$ cat src/rtl/drca_seq_pkg.sv
// rtl/drca_seq_pkg.sv - shared types and sizing helpers for the DRCA sequencer
//   Contents: seq_state_t (IDLE, LAUNCH, WAIT, DONE), cnt_width(), worst_stages().
package drca_seq_pkg;

    typedef enum logic [1:0] {
        IDLE   = 2'd0,
        LAUNCH = 2'd1,
        WAIT   = 2'd2,
        DONE   = 2'd3
    } seq_state_t;

    // A full N-bit ripple is N bit stages plus the carry-in stage.
    localparam int WORST_STAGES_EXTRA = 1;

    // Width of the settle-time down-counter. It must hold the worst-case load of (N+1)*STAGE_CYCLES.
    function automatic int cnt_width(input int n, input int stage_cycles);
        return $clog2((n + WORST_STAGES_EXTRA) * stage_cycles + 1);
    endfunction

    // Number of stages in the full carry chain.
    function automatic int worst_stages(input int n);
        return n + WORST_STAGES_EXTRA;
    endfunction

endpackage

$ cat src/rtl/prop_run_len.sv
// rtl/prop_run_len.sv - longest run of consecutive 1s in a propagate vector
//   p   in  N               propagate vector
//   run out clog2(N+1)      longest run of 1s, 0..N
module prop_run_len #(
    parameter int N = 32
) (
    input  logic [N-1:0]             p,
    output logic [$clog2(N+1)-1:0]   run
);

    localparam int RW = $clog2(N + 1);

    int cur;
    int best;

    always_comb begin
        cur  = 0;
        best = 0;
        for (int i = 0; i < N; i++) begin
            if (p[i]) begin
                cur = cur + 1;
            end else begin
                cur = 0;
            end
            if (cur > best) begin
                best = cur;
            end
        end
        run = RW'(best);
    end

endmodule

$ cat src/rtl/drca_sequencer.sv
// rtl/drca_sequencer.sv - sequences operand triples through one DRCA with data-dependent settle time
//   clk, rst                          clock, synchronous active-high reset
//   in_valid/in_ready/in_a/in_b/in_cin  operand handshake
//   out_valid/out_ready/out_sum       result handshake, out_sum = {Cout,S}
//   cfg_worst_case                    always wait the full-chain time
//   stat_clear/stat_ops/stat_busy     saturating statistics
//   drca_*                            interface to the attached DRCA
module drca_sequencer
    import drca_seq_pkg::*;
#(
    parameter int N            = 32,
    parameter int STAGE_CYCLES = 1,
    parameter int STAT_W       = 32
) (
    input  logic              clk,
    input  logic              rst,
    input  logic              in_valid,
    output logic              in_ready,
    input  logic [N-1:0]      in_a,
    input  logic [N-1:0]      in_b,
    input  logic              in_cin,
    output logic              out_valid,
    input  logic              out_ready,
    output logic [N:0]        out_sum,
    input  logic              cfg_worst_case,
    input  logic              stat_clear,
    output logic [STAT_W-1:0] stat_ops,
    output logic [STAT_W-1:0] stat_busy,
    output logic              drca_enable,
    output logic [N-1:0]      drca_a,
    output logic [N-1:0]      drca_b,
    output logic              drca_cin,
    input  logic [N-1:0]      drca_s,
    input  logic              drca_cout,
    input  logic [N-1:0]      drca_p
);

    localparam int CW      = cnt_width(N, STAGE_CYCLES);
    localparam int RW      = $clog2(N + 1);
    localparam int WORST_W = worst_stages(N) * STAGE_CYCLES;

    seq_state_t      state;
    seq_state_t      state_nxt;
    logic [N-1:0]    op_a;
    logic [N-1:0]    op_b;
    logic            op_cin;
    logic [CW-1:0]   cnt;
    logic [CW-1:0]   w_val;
    logic [RW-1:0]   run;

    prop_run_len #(.N(N)) u_run (
        .p   (drca_p),
        .run (run)
    );

    // A run of R propagating bits means the carry crosses R+1 stages.
    always_comb begin
        if (cfg_worst_case) begin
            w_val = CW'(WORST_W);
        end else begin
            w_val = CW'((int'(run) + 1) * STAGE_CYCLES);
        end
    end

    always_ff @(posedge clk) begin
        if (rst) begin
            state <= IDLE;
        end else begin
            state <= state_nxt;
        end
    end

    always_comb begin
        state_nxt   = state;
        in_ready    = 1'b0;
        drca_enable = 1'b0;
        case (state)
            IDLE: begin
                in_ready = 1'b1;
                if (in_valid) begin
                    state_nxt = LAUNCH;
                end
            end
            LAUNCH: begin
                drca_enable = 1'b1;
                state_nxt   = WAIT;
            end
            WAIT: begin
                drca_enable = 1'b1;
                if (cnt <= CW'(1)) begin
                    state_nxt = DONE;
                end
            end
            DONE: begin
                if (out_ready) begin
                    state_nxt = IDLE;
                end
            end
            default: state_nxt = IDLE;
        endcase
    end

    assign out_valid = (state == DONE);

    // The DRCA sees the operand registers directly, so its inputs only move on an IDLE accept.
    assign drca_a   = op_a;
    assign drca_b   = op_b;
    assign drca_cin = op_cin;

    always_ff @(posedge clk) begin
        if (rst) begin
            op_a    <= '0;
            op_b    <= '0;
            op_cin  <= 1'b0;
            cnt     <= '0;
            out_sum <= '0;
        end else begin
            case (state)
                IDLE: begin
                    if (in_valid) begin
                        op_a   <= in_a;
                        op_b   <= in_b;
                        op_cin <= in_cin;
                    end
                end
                LAUNCH: begin
                    cnt <= w_val;
                end
                WAIT: begin
                    if (cnt > CW'(1)) begin
                        cnt <= cnt - CW'(1);
                    end else begin
                        out_sum <= {drca_cout, drca_s};
                    end
                end
                default: ;
            endcase
        end
    end

    // Clear wins over a coincident increment; both counters stick at all-ones.
    always_ff @(posedge clk) begin
        if (rst || stat_clear) begin
            stat_ops  <= '0;
            stat_busy <= '0;
        end else begin
            if (state == DONE && out_ready && stat_ops != '1) begin
                stat_ops <= stat_ops + STAT_W'(1);
            end
            if ((state == LAUNCH || state == WAIT) && stat_busy != '1) begin
                stat_busy <= stat_busy + STAT_W'(1);
            end
        end
    end

endmodule

$ cat config.mk
export PLATFORM = sky130hd
export DESIGN_NAME = drca_sequencer
export DESIGN_NICKNAME = d
export VERILOG_FILES = /design/src/rtl/drca_seq_pkg.sv /design/src/rtl/prop_run_len.sv /design/src/rtl/drca_sequencer.sv
export SDC_FILE = /design/constraint.sdc
export NUM_CORES = 1
export LEC_CHECK = 0
export CELL_PAD_IN_SITES_DETAIL_PLACEMENT = 1
export CELL_PAD_IN_SITES_GLOBAL_PLACEMENT = 2
export CORE_ASPECT_RATIO = 0.5
export CORE_MARGIN = 4
export CORE_UTILIZATION = 30
export DETAILED_ROUTE_END_ITERATION = 6
export GPL_TIMING_DRIVEN = 1
export PLACE_DENSITY = 0.77
export SETUP_SLACK_MARGIN = 0.3
export SLEW_MARGIN = 40
export SYNTH_ARGS = -nofsm -noshare
export SYNTH_HDL_FRONTEND = slang
export SYNTH_SLANG_ARGS = --single-unit
export TNS_END_PERCENT = 10
$ cat constraint.sdc
create_clock -name clk -period 68.4 [get_ports clk]
set_input_delay 17.1 -clock clk [delete_from_list [all_inputs] [get_ports clk]]
set_output_delay 17.1 -clock clk [all_outputs]
set_load 0.02 [all_outputs]
==> impl_metrics.csv, run 1 <==
group,metric,value,unit
power_and_ir_drop,p_int,311,uW
clock_network,cts.sinks,170,
timing,relSlewSlack,0.452,
clock_network,cts_root_buffer,"clkbuf_16",
power_and_ir_drop,pwr-share-clk,0.177,
route,firstDrtPassIters,7,
outcome,status,"complete, but fails checks",
route,avgRoutedWirePerCell,15.3,um
outcome,violations,"DRC",
critical_path,arrival,66.00,ns
critical_path,endpoint_kind,"flop",
synth,synth_area,23600,um2
route,viasPerCell,4.88,
synth,netlist.area_leader.share,0.233,
timing,worst_slew_pin_slew,0.815,ns
route,drt_iter0_drc,910,
power_and_ir_drop,peakVddDrop,0.0178,mV
global_routing,track_usage,0.184,
synth,ys_ff_latch,170,
clock_network,clkLatencyLatePin,0.45,ns
floorplan,rows,72,
critical_path,start_kind,"input port",
synth,synthCells,3142,
floorplan,core,77600,um2
timing,finalCritPeriodShare,0.959,
floorplan,die_w,404,um
clock_network,cts_tree,"done",
power_and_ir_drop,leakage,0.0155,uW
floorplan,io_pins,301,
floorplan,die_h,206,um
synth,synth.distinct_cells,122,
timing,skew,0.0149,ns
final_layout,final_cell_mix,"conb_1, nand2_1, ha_1, clkdlybuf4s50_1, a21oi_1",
placed_design,hpwlAfterDp,66100,um
synth,synth_seq_area_share,0.144,
timing,holdWs,0.456,ns
synth,synth_edf_count,0,
synth,synth.area.top_cells,"ha_1, dfxtp_1, nand2_1",
global_routing,grt_max_degree,65,
power_and_ir_drop,power.switching,255,uW
clock_network,htreeDepth,4,
global_routing,overflow,0,
clock_network,path_clk_slew,0.07,ns
timing,slew_violations,0,
global_routing,grt_pass1_vias,26300,
critical_path,slowest_delay,0.64,ns
timing,max_freq,15.2,MHz
synth,async_reset_ff_frac,0,
power_and_ir_drop,comb_power_share,0.612,
synth,synthFlopType,"dfxtp_1",
synth,synth_warnings,0,
min_path,hold_path.class,"flop to flop",
floorplan,die-area,83400,um2
route,drtAntennaViolNets,0,
route,dr_total_vias,25700,
placed_design,portBuffers,300,
critical_path,cp.required,68.78,ns
final_layout,fin_nets,4795,
timing,setup-violations-final,0,
synth,yosys.area.top_type,"ha_1",
final_layout,final_common_cell,"conb_1",
route,drc,1,
placed_design,gp_congestion,0.869,
route,wl,80700,um
timing,hold_viol,0,
global_routing,grt_pass1_wl,129000,um
floorplan,start_util,0.304,
critical_path,cp_max_fo,11,
run,maxCapViolCount,0,
global_routing,antenna_found_initial,1,
clock_network,cts_hold_buffers,0,
synth,synth_area_per_cell,7.50,um2
timing,setup_tns,0,ns
power_and_ir_drop,swShare,0.450,
clock_network,cts_buffer_depth,2,
power_and_ir_drop,power_density,17.0,nW/um2
final_layout,drive_gt1_frac,0.120,
timing,layout_min_cycle_time,65.62,ns
clock_network,cts_made_buffers,17,
critical_path,path_class,"input port to flop",
power_and_ir_drop,seqPwrFrac,0.212,
critical_path,path_common_cell,"a21oi_2",
final_layout,area_growth,40.8,%
critical_path,cp_slowest_cell,"or4b_2",
-- worst max-delay path, delay by kind of cell --
kind            cells  cell delay (ns)
compound gates    122            19.23
simple gates       83            13.03
fa+ha+maj          33             8.30
mux                18             5.27
buf+inv            25             2.86
xor+xnor            1             0.15
-- per-stage QoR --
step | utilization | total power (uW) | area [um2] | worst slack (ns) | cells
2_1_floorplan | - | 323 | 26100 | 1.02 | 3812
3_3_place_gp | 0.396 | 416 | 30700 | -0.106 | 5153
3_5_place_dp | 0.396 | 420 | 30700 | -2.13 | 5153
4_1_cts | 0.407 | 528 | 31600 | 0.338 | 5196
5_1_grt | 0.428 | 612 | 33200 | -0.313 | 5270
6_report | 0.428 | 565 | 33200 | 2.78 | 5270
-- power groups by stage --
stage	clock, uW	combinational [uW]	sequential [uW]
after CTS	104	305	120
after detailed placement	0	298	122
after floorplan	0	190	134
after global placement	0	295	121
after global routing	107	384	121
final	100	346	120
-- layout make-up --
cell class              count  area [um2]
fillers                  9750       44400
flip-flops and latches    170        3400
well taps                1036        1300
repair buffers            475        4330
inverters                 103         387
diodes                      1        2.50
clock inverters            14         148
multi-input cells        3453       23200
clock buffers              18         439
-- cell usage after synthesis (22+ instances only) --
library cell,n
nand2b_1,39
nand2_1,448
nor3_1,54
nand4_1,104
inv_1,100
dfxtp_1,170
mux2_2,27
clkbuf_1,67
o21ai_0,149
o21a_1,25
or3_1,34
mux2i_1,36
xor2_1,62
and2_1,53
a211oi_1,22
ha_1,439
xnor2_1,74
nor2b_1,45
nor2_1,222
a21oi_1,311
nand3_1,119
a21o_1,130
and3_1,50
-- worst paths after layout --
kind         slack (ns)                          to                      from  cells past startpoint
max                2.78         cnt[3]$_SDFFE_PP0P_                 drca_p[0]                    282
min                0.46    out_sum[20]$_SDFFE_PP0P_  out_sum[20]$_SDFFE_PP0P_                      2
max reg2reg       64.99  stat_busy[31]$_SDFFE_PP0P_     state[0]$_SDFFE_PP0P_                     10
min reg2reg        0.46    out_sum[20]$_SDFFE_PP0P_  out_sum[20]$_SDFFE_PP0P_                      2
-- routing by layer --
layer  global-route usage  up-vias  wire length (um)
met5                    0        -                 0
met4               0.0366        0              1320
met3               0.0104       67               760
met2                0.367      140             43200
met1                0.217    12500             35400
li1                     -    13100                 -
-- sequential cells by signal (all words and copies together), names as in the netlist --
| name | flops |
|---|---|
| stat_busy | 32 |
| stat_ops | 32 |
| cnt | 6 |
| state | 2 |
| out_sum | 33 |
| drca_a | 32 |
| drca_cin | 1 |
| drca_b | 32 |
-- cell families after synthesis --
kind of cell | count (synthesis) | synth area share
multiplexers | 73 | 0.0342
XOR/XNOR | 137 | 0.0512
other | 2 | 0.000319
flip-flops | 170 | 0.144
buffers and inverters | 189 | 0.0320
AO/OA/AOI/OAI | 875 | 0.244
AND/OR/NAND/NOR | 1249 | 0.257
adder cells (fa/ha/maj) | 447 | 0.237
-- what timing repair did --
item,CTS,global route
hold endpoints to repair,0,0
pin swaps,11,130
buffers inserted,11,73
gates resized for setup,51,246
endpoints found under the setup margin,6,6
Note: power is estimated with default switching activity, not from simulation.
==> inputs of run 2 (changes only) <==
--- a/config.mk
+++ b/config.mk
@@ -12,10 +12,11 @@
 export CORE_UTILIZATION = 30
 export DETAILED_ROUTE_END_ITERATION = 6
 export GPL_TIMING_DRIVEN = 1
-export PLACE_DENSITY = 0.77
+export PLACE_DENSITY = 0.76
 export SETUP_SLACK_MARGIN = 0.3
 export SLEW_MARGIN = 40
 export SYNTH_ARGS = -nofsm -noshare
 export SYNTH_HDL_FRONTEND = slang
+export SYNTH_HIERARCHICAL = 1
 export SYNTH_SLANG_ARGS = --single-unit
 export TNS_END_PERCENT = 10
==> run 2 against run 1 <==
Effect of this change: the run now ends clean; highest routed layer unchanged; power is 6.9% lower; combinational power is 10% lower; sequential share of layout area down 0.14 points; die area increased by 5.2%; clock power hardly changed; via count grew 5.6%; flip-flop and latch count unchanged; sequential power is essentially flat.
==> impl_metrics.csv, run 2 <==
group,metric,value,unit
floorplan,io_pins,301,
global_routing,grt_pass1_vias,27000,
power_and_ir_drop,power_density,15.7,nW/um2
global_routing,grt_max_degree,65,
timing,holdWs,0.453,ns
critical_path,cp_slowest_cell,"or4_4",
global_routing,overflow,0,
critical_path,reg2reg_depth,8,
synth,synthMostInstantiatedCell,"nand2_1",
critical_path,cp.required,68.79,ns
critical_path,path_class,"input port to flop",
timing,layout_min_cycle_time,65.64,ns
floorplan,die-area,87700,um2
timing,setup-violations-final,0,
route,firstDrtPassIters,4,
timing,slew_violations,0,
placed_design,hpwlAfterDp,69900,um
timing,finalCritPeriodShare,0.960,
min_path,hold_depth,2,
synth,ys_top_cells_by_count,"nand2_1, ha_1, a21oi_1",
critical_path,slowest_delay,0.61,ns
final_layout,n_fill_cell,10300,
synth,ys_ff_latch,170,
placed_design,gp_congestion,0.867,
floorplan,start_util,0.304,
floorplan,die_w,415,um
final_layout,multi_input_area,23900,um2
final_layout,fin_nets,4894,
final_layout,utilization,0.411,
final_layout,drive_gt1_frac,0.0964,
outcome,status,"completed",
route,viasPerCell,5.00,
final_layout,largest_register,"out_sum",
floorplan,core,81800,um2
synth,synth.distinct_cells,129,
timing,worst_slew_pin_slew,0.805,ns
synth,synth_seq_area_share,0.137,
synth,synth_warnings,6,
min_path,hold_path.class,"flop to flop",
critical_path,r2r_slack,65.61,ns
power_and_ir_drop,finalPower,527,uW
route,avgRoutedWirePerCell,15.7,um
synth,synthCells,3321,
route,wl,85200,um
timing,relSlewSlack,0.458,
route,drt_iter0_drc,909,
run,maxCapViolCount,0,
global_routing,track_usage,0.185,
timing,skew,0.0127,ns
synth,synth_area,24800,um2
timing,max_freq,15.2,MHz
min_path,hold_end,"out_sum[7]$_SDFFE_PP0P_",
synth,synthFlopType,"dfxtp_1",
critical_path,reg2reg_from,"cnt[0]$_SDFFE_PP0P_",
min_path,worstHoldStart,"out_sum[7]$_SDFFE_PP0P_",
clock_network,cts_root_buffer,"clkbuf_16",
final_layout,final_common_cell,"conb_1",
route,dr_total_vias,27200,
floorplan,die_h,211,um
clock_network,cts_tree,"done",
clock_network,cts.sinks,170,
final_layout,largest_register_ffs,33,
power_and_ir_drop,leakage,0.0153,uW
placed_design,portBuffers,300,
critical_path,endpoint_kind,"flop",
critical_path,cp_max_fo,14,
synth,netlist.area_leader.share,0.219,
power_and_ir_drop,peakVddDrop,0.0172,mV
critical_path,start_kind,"input port",
route,drc,0,
timing,hold_viol,0,
synth,synth_area_per_cell,7.47,um2
synth,synth.area.top_cells,"ha_1, dfxtp_1, nand2_1",
critical_path,path_common_cell,"ha_1",
global_routing,antenna_found_initial,1,
clock_network,path_clk_slew,0.07,ns
synth,yosys.area.top_type,"ha_1",
clock_network,cts_made_buffers,17,
floorplan,rows,74,
timing,setup_tns,0,ns
global_routing,grt_pass1_wl,137000,um
synth,async_reset_ff_frac,0,
clock_network,clkLatencyLatePin,0.46,ns
final_layout,final_cell_mix,"conb_1, nand2_1, ha_1, a21oi_1, clkdlybuf4s50_1",
critical_path,worstReg2RegEnd,"cnt[4]$_SDFFE_PP0P_",
synth,synth_edf_count,0,
final_layout,area_growth,35.5,%
critical_path,arrival,66.03,ns
final_layout,seqCellArea,3400,um2
clock_network,cts_buffer_depth,2,
clock_network,htreeDepth,4,
route,drtAntennaViolNets,0,
==> run 2: layout make-up <==
class                   instances  area share
diodes                          1   0.0000744
clock inverters                13     0.00413
clock buffers                  19      0.0132
inverters                     108      0.0121
flip-flops and latches        170       0.101
multi-input cells            3603       0.711
well taps                    1102      0.0410
repair buffers                424       0.117
==> run 2: cell families (layout without fill, tap and decap cells) <==
group                    count (synthesis)  after routing  synth area share
AO/OA/AOI/OAI                          985            985             0.265
XOR/XNOR                                94             94            0.0332
adder cells (fa/ha/maj)                445            445             0.223
buffers and inverters                  218            564            0.0378
flip-flops                             170            170             0.137
multiplexers                            86             86            0.0374
other                                    2            673          0.000303
AND/OR/NAND/NOR                       1321           1321             0.266
==> run 2: power breakdown <==
group          switching [uW]  internal, uW  total (uW)
logic                     181           129         310
clock network            46.6          52.1        98.7
registers                7.26           111         118
total                     235           292         527
==> run 2: per-layer routing <==
metal  share of wire  global-route usage
met1            0.47               0.235
met2            0.50               0.344
met3           0.020              0.0173
met4           0.014              0.0299
met5               0                   0
==> run 2: worst max-delay path: cells and delay by family <==
family / cells / cell delay, ns
mux: 19 / 5.75
simple gates: 70 / 11.27
compound gates: 116 / 20.00
xor+xnor: 1 / 0.18
buf+inv: 21 / 2.39
fa+ha+maj: 36 / 9.32
==> run 2: worst max path at each step <==
stage | from | slack [ns] | cells after the start | to
after CTS | drca_p[0] | 0.36 | 270 | cnt[4]$_SDFFE_PP0P_
after floorplan | drca_p[0] | 3.26 | 273 | cnt[5]$_SDFFE_PP0P_
after detailed placement | drca_p[0] | -1.72 | 269 | cnt[5]$_SDFFE_PP0P_
after global placement | drca_p[0] | -0.10 | 267 | cnt[4]$_SDFFE_PP0P_
final | drca_p[0] | 2.76 | 263 | cnt[4]$_SDFFE_PP0P_
after global routing | drca_p[0] | -0.32 | 271 | cnt[4]$_SDFFE_PP0P_
==> run 2: stage by stage <==
stage / area [um2] / setup slack [ns] / std cells
2_1_floorplan: 27300 / 3.26 / 3991
3_3_place_gp: 31600 / -0.102 / 5333
3_5_place_dp: 31600 / -1.72 / 5334
4_1_cts: 32400 / 0.358 / 5381
5_1_grt: 33600 / -0.319 / 5440
6_report: 33600 / 2.76 / 5440
==> run 2: timing repair <==
item                                    4_1_cts  5_1_grt
endpoints found under the setup margin        6        6
hold buffers                                  0        0
setup buffers                                15       58
gates resized for setup                      31      183
pin swaps                                     7       73
==> inputs of run 3 (changes only) <==
--- a/config.mk
+++ b/config.mk
@@ -5,6 +5,7 @@
 export SDC_FILE = /design/constraint.sdc
 export NUM_CORES = 1
 export LEC_CHECK = 0
+export CAP_MARGIN = 15
 export CELL_PAD_IN_SITES_DETAIL_PLACEMENT = 1
 export CELL_PAD_IN_SITES_GLOBAL_PLACEMENT = 2
 export CORE_ASPECT_RATIO = 0.5
==> results of run 3 <==
Same layout as run 2: the final DEF is identical, and so are final timing and power.
